`src/rtl/serial_sub_pkg.sv`:
```
// Shared types and constants for the bit-serial subtractor.
package serial_sub_pkg;

  typedef enum logic [1:0] {
    IDLE = 2'd0,
    RUN  = 2'd1,
    DONE = 2'd2
  } state_t;

  localparam int unsigned DEF_W = 4;

endpackage

```
`src/rtl/serial_fs_cell.sv`:
```
// Combinational 1-bit full subtractor: d = x - y - bi, bo = borrow out.
module serial_fs_cell (
  input  logic x,
  input  logic y,
  input  logic bi,
  output logic d,
  output logic bo
);

  always_comb begin
    d  = x ^ y ^ bi;
    bo = (~x & y) | (~(x ^ y) & bi);
  end

endmodule

```
`src/rtl/serial_sub.sv`:
```
// Bit-serial subtractor: diff = a - b - bin, LSB first, one bit per clock,
// with valid/ready handshakes on both operand and result sides.
module serial_sub
  import serial_sub_pkg::*;
#(
  parameter  int unsigned W  = DEF_W,
  localparam int unsigned CW = $clog2(W + 1)
) (
  input  logic         clk,
  input  logic         rst_n,
  input  logic         in_valid,
  output logic         in_ready,
  input  logic [W-1:0] a,
  input  logic [W-1:0] b,
  input  logic         bin,
  output logic         out_valid,
  input  logic         out_ready,
  output logic [W-1:0] diff,
  output logic         bout,
  output logic         ovf
);

  state_t        state, state_nx;
  logic [W-1:0]  sa, sb, res;
  logic          brw;
  logic          a_sign, b_sign;
  logic [CW-1:0] cnt;
  logic          cell_d, cell_bo;
  logic          last_bit;

  assign last_bit = (cnt == CW'(W - 1));

  serial_fs_cell u_cell (
    .x  (sa[0]),
    .y  (sb[0]),
    .bi (brw),
    .d  (cell_d),
    .bo (cell_bo)
  );

  always_ff @(posedge clk or negedge rst_n) begin
    if (!rst_n) state <= IDLE;
    else        state <= state_nx;
  end

  // Handshake outputs decode state only, so no input reaches them combinationally.
  always_comb begin
    state_nx  = state;
    in_ready  = 1'b0;
    out_valid = 1'b0;
    case (state)
      IDLE: begin
        in_ready = 1'b1;
        if (in_valid) state_nx = RUN;
      end
      RUN: begin
        if (last_bit) state_nx = DONE;
      end
      DONE: begin
        out_valid = 1'b1;
        if (out_ready) state_nx = IDLE;
      end
      default: state_nx = IDLE;
    endcase
  end

  always_ff @(posedge clk or negedge rst_n) begin
    if (!rst_n) begin
      sa     <= '0;
      sb     <= '0;
      res    <= '0;
      brw    <= 1'b0;
      a_sign <= 1'b0;
      b_sign <= 1'b0;
      cnt    <= '0;
    end else begin
      case (state)
        IDLE: begin
          if (in_valid) begin
            sa     <= a;
            sb     <= b;
            brw    <= bin;
            a_sign <= a[W-1];
            b_sign <= b[W-1];
            cnt    <= '0;
          end
        end
        RUN: begin
          sa  <= sa >> 1;
          sb  <= sb >> 1;
          brw <= cell_bo;
          res <= {cell_d, res[W-1:1]};
          // Counter saturates at W-1 so it never leaves its legal range.
          if (!last_bit) cnt <= cnt + CW'(1);
        end
        default: ;
      endcase
    end
  end

  // brw is only reloaded on accept, so it doubles as the held final borrow.
  assign diff = res;
  assign bout = brw;
  assign ovf  = (a_sign != b_sign) && (res[W-1] != a_sign);

endmodule
```
`config.mk`:
```
export PLATFORM = sky130hd
export DESIGN_NAME = serial_sub
export DESIGN_NICKNAME = d
export VERILOG_FILES = /design/src/rtl/serial_sub_pkg.sv /design/src/rtl/serial_fs_cell.sv /design/src/rtl/serial_sub.sv
export SDC_FILE = /design/constraint.sdc
export NUM_CORES = 1
export LEC_CHECK = 0
export CAP_MARGIN = 20
export CORE_ASPECT_RATIO = 1.2
export CORE_UTILIZATION = 45
export CTS_CLUSTER_SIZE = 14
export DETAILED_ROUTE_END_ITERATION = 16
export PLACE_DENSITY = 0.79
export SLEW_MARGIN = 0
export SYNTH_ARGS = -nofsm -noshare
export SYNTH_HDL_FRONTEND = slang
export SYNTH_SLANG_ARGS = --single-unit
```
`constraint.sdc`:
```
create_clock -name clk -period 1.6 [get_ports clk]
set_clock_uncertainty 0.15 [all_clocks]
set_input_delay 0.24 -clock clk [delete_from_list [all_inputs] [get_ports clk]]
set_output_delay 0.24 -clock clk [all_outputs]
set_load 0.02 [all_outputs]
```
# Yosys cells after proc, flatten, opt, wreduce, memory -nomap -nowiden
# Cells that the tools add are included.
# op_classes
n_addsub	1
eq_ne	9
muxes	15
n_bitwise	7
reduce_logical	7
# op_table
op	count
$pmux W4 S2	2
$mux W4	2
$ne A2 B2 Y1 const B	4
$mux W2	3
$mux W3	2
$pmux W2 S3	1
$pmux W3 S2	1
$reduce_and A3 Y1	2
$reduce_and A2 Y1	2
$add A3 B1 Y3 const B	1
$eq A3 B2 Y1 const B	1
$mux W1	3
$and A1 B1 Y1	2
$eq A2 B1 Y1 const B	1
$eq A2 B2 Y1 const B	1
$logic_not A2 Y1	1
$ne A1 B1 Y1	2
$not A1 Y1	2
$pmux W1 S2	1
$reduce_bool A2 Y1	1
$xor A1 B1 Y1	2
$logic_and A1 B1 Y1	1
$or A1 B1 Y1	1
# totals
regBits	20
inputBits	13
output_inout_bits	8
elab_cells	47

# Logic depth before layout (Yosys ltp)
# depth
word_depth	5
mapped_depth	4
ltp_nobuf	4

# Cells and area by module
# Synthesis repeated with hierarchy kept, for this count alone.
# hier_totals
hier_cells	94
hier_area_um2	959.7
# modules_own_cells
mod	n_inst	cells_per_inst	area_each_um2	seq_area_each_um2
serial_sub	1	90	928.4	500.5
serial_fs_cell	1	4	31.3	0.0

# Worst setup path after synthesis
# Ideal clock, no wire load.
# synth_path
path_kind	reg-to-reg
from	register cnt[0]
to	register cnt[0]
setup_ns	0.124
arrival_time_ns	1.231
required_time_ns	1.326
slack_ns	0.096
stages_incl_launch_ff	5
n_path_buf	0
period_less_slack_ns	1.504
path_cell_list	dfrtp_1 -> ha_1 -> ha_1 -> and3_1 -> a211o_1
# synth_via
elab_chain_cells	3
word_cells_on_any_way	6
cone_classes	add/sub (1); eq/ne (2); mux (2); reduce/logical (1)
# synth_lines
element	line_no	rtl
from (decl)	serial_sub.sv:27	logic [CW-1:0] cnt;
from (signal assigned)	serial_sub.sv:94	if (!last_bit) cnt <= cnt + CW'(1);
$add A3 B1 Y3 / $eq A3 B2 Y1 (equally long branches)	serial_sub.sv:94, serial_sub.sv:31	
$mux W3 / $ne A2 B2 Y1 (equally long branches)	n/a	
$pmux W3 S2 / $reduce_and A3 Y1 (equally long branches)	n/a	
# Several ways; a longest one is shown, not always the timed one. The select of a mux whose other input is x is not followed.
# A chain may end at the register's enable or synchronous reset.

# Worst setup path after layout
# layout_path
from	register res[3], in the netlist diff[3]
to	output diff[3]
# layout_rtl
element	line_no	rtl
from (decl)	serial_sub.sv:24	logic [W-1:0] sa, sb, res;
from (signal assigned)	serial_sub.sv:92	res <= {cell_d, res[W-1:1]};
to (decl)	serial_sub.sv:18	output logic [W-1:0] diff,
# No word-level cell between the ends.

==> impl_metrics.ini <==
[run_status]
status = complete, no violations

[detailed_routing]
detail-route-antenna-nets = 0
drc = 0
wl_mm = 2.00
initialDrtViolationCount = 36
drt_pre_antenna_iters = 5
vias = 791
routed_via_density = 5.24
avgRoutedWirePerCell_um = 13.3

[sta]
final.min_clock_period_ps = 1520
max_slew.worst_pin.slew_ps = 302
max_clock_freq_ghz = 0.657
drv_slew = 0
worst_slack_ps = 78.4
fin_crit_sh_pct = 95.1
finalSetupViolCount = 0
grt_setup_unrepaired = false
holdWs_ps = 122
hold_viol_final = 0
maxSlewHeadroom_pct = 79.9

[clock_network]
tritoncts = yes
clk-insertion-delay-late_ps = 300
holdBufCountCts = 0
clkSinkCount = 20
path_clk_slew_ps = 110
numCtsBuffers = 3
clockRootBuffer = clkbuf_4
cts_buffer_depth = 2
htree_levels = 1

[yosys]
seq_area_frac_synth_pct = 47.4
ys_ff_latch = 20
yosysWarnings = 0
syn_inst = 92
synth_cell_type_count = 33
synth_area_per_cell_sq_um = 11.5
synth_fp_nets = 108
synthesis.area_sq_um = 1050

[critical_path]
critical_path_arrival_ps = 1130
cp-startpoint = diff[3]
cp_top_family = buffers and inverters
crit_cells = 2
max_stage_delay_ps = 390
crit_buf_inv = 2
crit_slowest_cell = dfrtp_1
worst-path-max-fanout = 4
crit_required_ps = 1210
r2r_cells = 4
r2r_start = cnt[0]
path_class = reg -> out
end_kind = primary output
crit_chain = buf_4 -> dlygate4sd2_1
reg2reg_slack_ps = 100
critPathLaunchType = flip-flop
r2r_end = cnt[0]
cp-endpoint = diff[3]

[global_routing]
grt_pass1_wl_mm = 3.26
track_usage_pct = 18.2
grt_pass1_vias = 762
grt_overflow = 0
antenna_found_initial = 0
grt_max_degree = 21

[hold_path]
hold_path_class = in -> async

[power]
worst_ir_drop_vdd_mv = 0.898
powerDensity_nw_per_um2 = 1900
power_leakage_nw = 0.615
design_power_total_mw = 2.56

[die]
die_h_um = 55.0
start_util_pct = 49.3
rows = 18
fp.dieW_um = 46.2
die_area_sq_um = 2540
pin_count = 21
core_area_sq_um = 2140

[place]
pre_cts_slack_ps = -42.3
gp_congestion = 0.798
hpwlAfterDp_mm = 1.48
port_buffers = 20

[job]
cap_violations = 0

[finish]
syn_to_final_growth_pct = 28.0
layout.nets = 138
antennaDiodeCount = 0
drive_gt1_share_pct = 23.1
[registers in the layout (all words and copies together), names as in the netlist]
name and count:
b_sign 1, state 2, sa 4, a_sign 1, bout 1, diff 4, cnt 3, sb 4
[synth_stat cells, drive strengths merged]
master | number | area share [%]
a21oi | 1 | 0.47
o311ai | 2 | 1.7
mux2 | 4 | 4.6
dfrtp | 20 | 47
ha | 2 | 2.4
a211oi | 1 | 0.71
nand3b | 1 | 0.71
o21ba | 1 | 0.95
nand3 | 2 | 0.95
nand2b | 5 | 3.0
nor2 | 1 | 0.36
a211o | 1 | 0.83
o21ai | 3 | 1.4
a22o | 1 | 0.83
or2 | 1 | 0.59
buf | 5 | 3.6
nand4bb | 2 | 2.1
nor3b | 2 | 1.9
nor2b | 8 | 4.7
nor4b | 2 | 2.3
a222oi | 6 | 5.7
and3 | 1 | 0.59
fa | 1 | 1.9
o21bai | 1 | 1.8
o221ai | 2 | 2.8
inv | 14 | 5.0
nand2 | 2 | 0.71
[metal layers]
metal / share of wire [%] / global-route usage (%)
met3: 5.3 / 2.92
met1: 43 / 23.6
met5: 0 / 0
met2: 50 / 30.0
met4: 1.1 / 7.35
[timing repair]
item                                    in CTS  in global routing
gates cloned                                 0                  0
buffers inserted                             0                  0
resized for setup                           16                  5
endpoints found under the setup margin       8                  4
[layout by cell type (no fill, tap or decap), types with 3 or more instances in the layout]
cell type / instances
dfrtp_1: 20
inv_1: 14
clkdlybuf4s50_1: 12
buf_4: 10
nor2b_1: 7
a222oi_1: 6
nand2b_1: 5
dlygate4sd2_1: 5
o21ai_1: 3
clkbuf_4: 3
buf_2: 3
[cell families after synthesis]
family / after synthesis / synth area share [%]
buf+inv: 19 / 8.54
compound gates: 19 / 17.2
mux: 4 / 4.63
simple gates: 27 / 17.9
fa+ha+maj: 3 / 4.27
flops: 20 / 47.4
[power breakdown]
| part | switching (mW) | internal, mW | total, mW |
|---|---|---|---|
| combinational | 0.711 | 0.691 | 1.40 |
| clock | 0.151 | 0.139 | 0.289 |
| sequential | 0.122 | 0.748 | 0.870 |
[final cells by class]
cell class,count,area (sq um)
fillers,182,790
multi-input cells,53,469
well taps,30,37.5
flip-flops and latches,20,500
inverters,14,52.6
repair buffers,30,254
clock buffers,4,36.3
[through the flow]
step / TNS (ps) / util (%) / instances / cell area, sq um
floorplan: 0 / - / 92 / 1050
global placement: -10.1 / 62.2 / 147 / 1330
detailed placement: -120 / 62.2 / 147 / 1330
CTS: 0 / 63.5 / 151 / 1360
global route: 0 / 63.1 / 151 / 1350
finish: 0 / 63.1 / 151 / 1350
[worst reg2reg max path: stages, from the launching register on]
cell and delay (ps):
dfrtp_1 410, ha_1 210, ha_2 210, and3_1 170, a211o_1 260
[worst min path at each step]
stage	start	to	cells past startpoint
floorplan	rst_n	a_sign	0
global placement	sb[3]	sb[3]	2
detailed placement	diff[0]	diff[0]	1
CTS	rst_n	b_sign	2
global route	rst_n	b_sign	2
finish	rst_n	b_sign	2
Note: power is estimated with default switching activity, not from simulation.
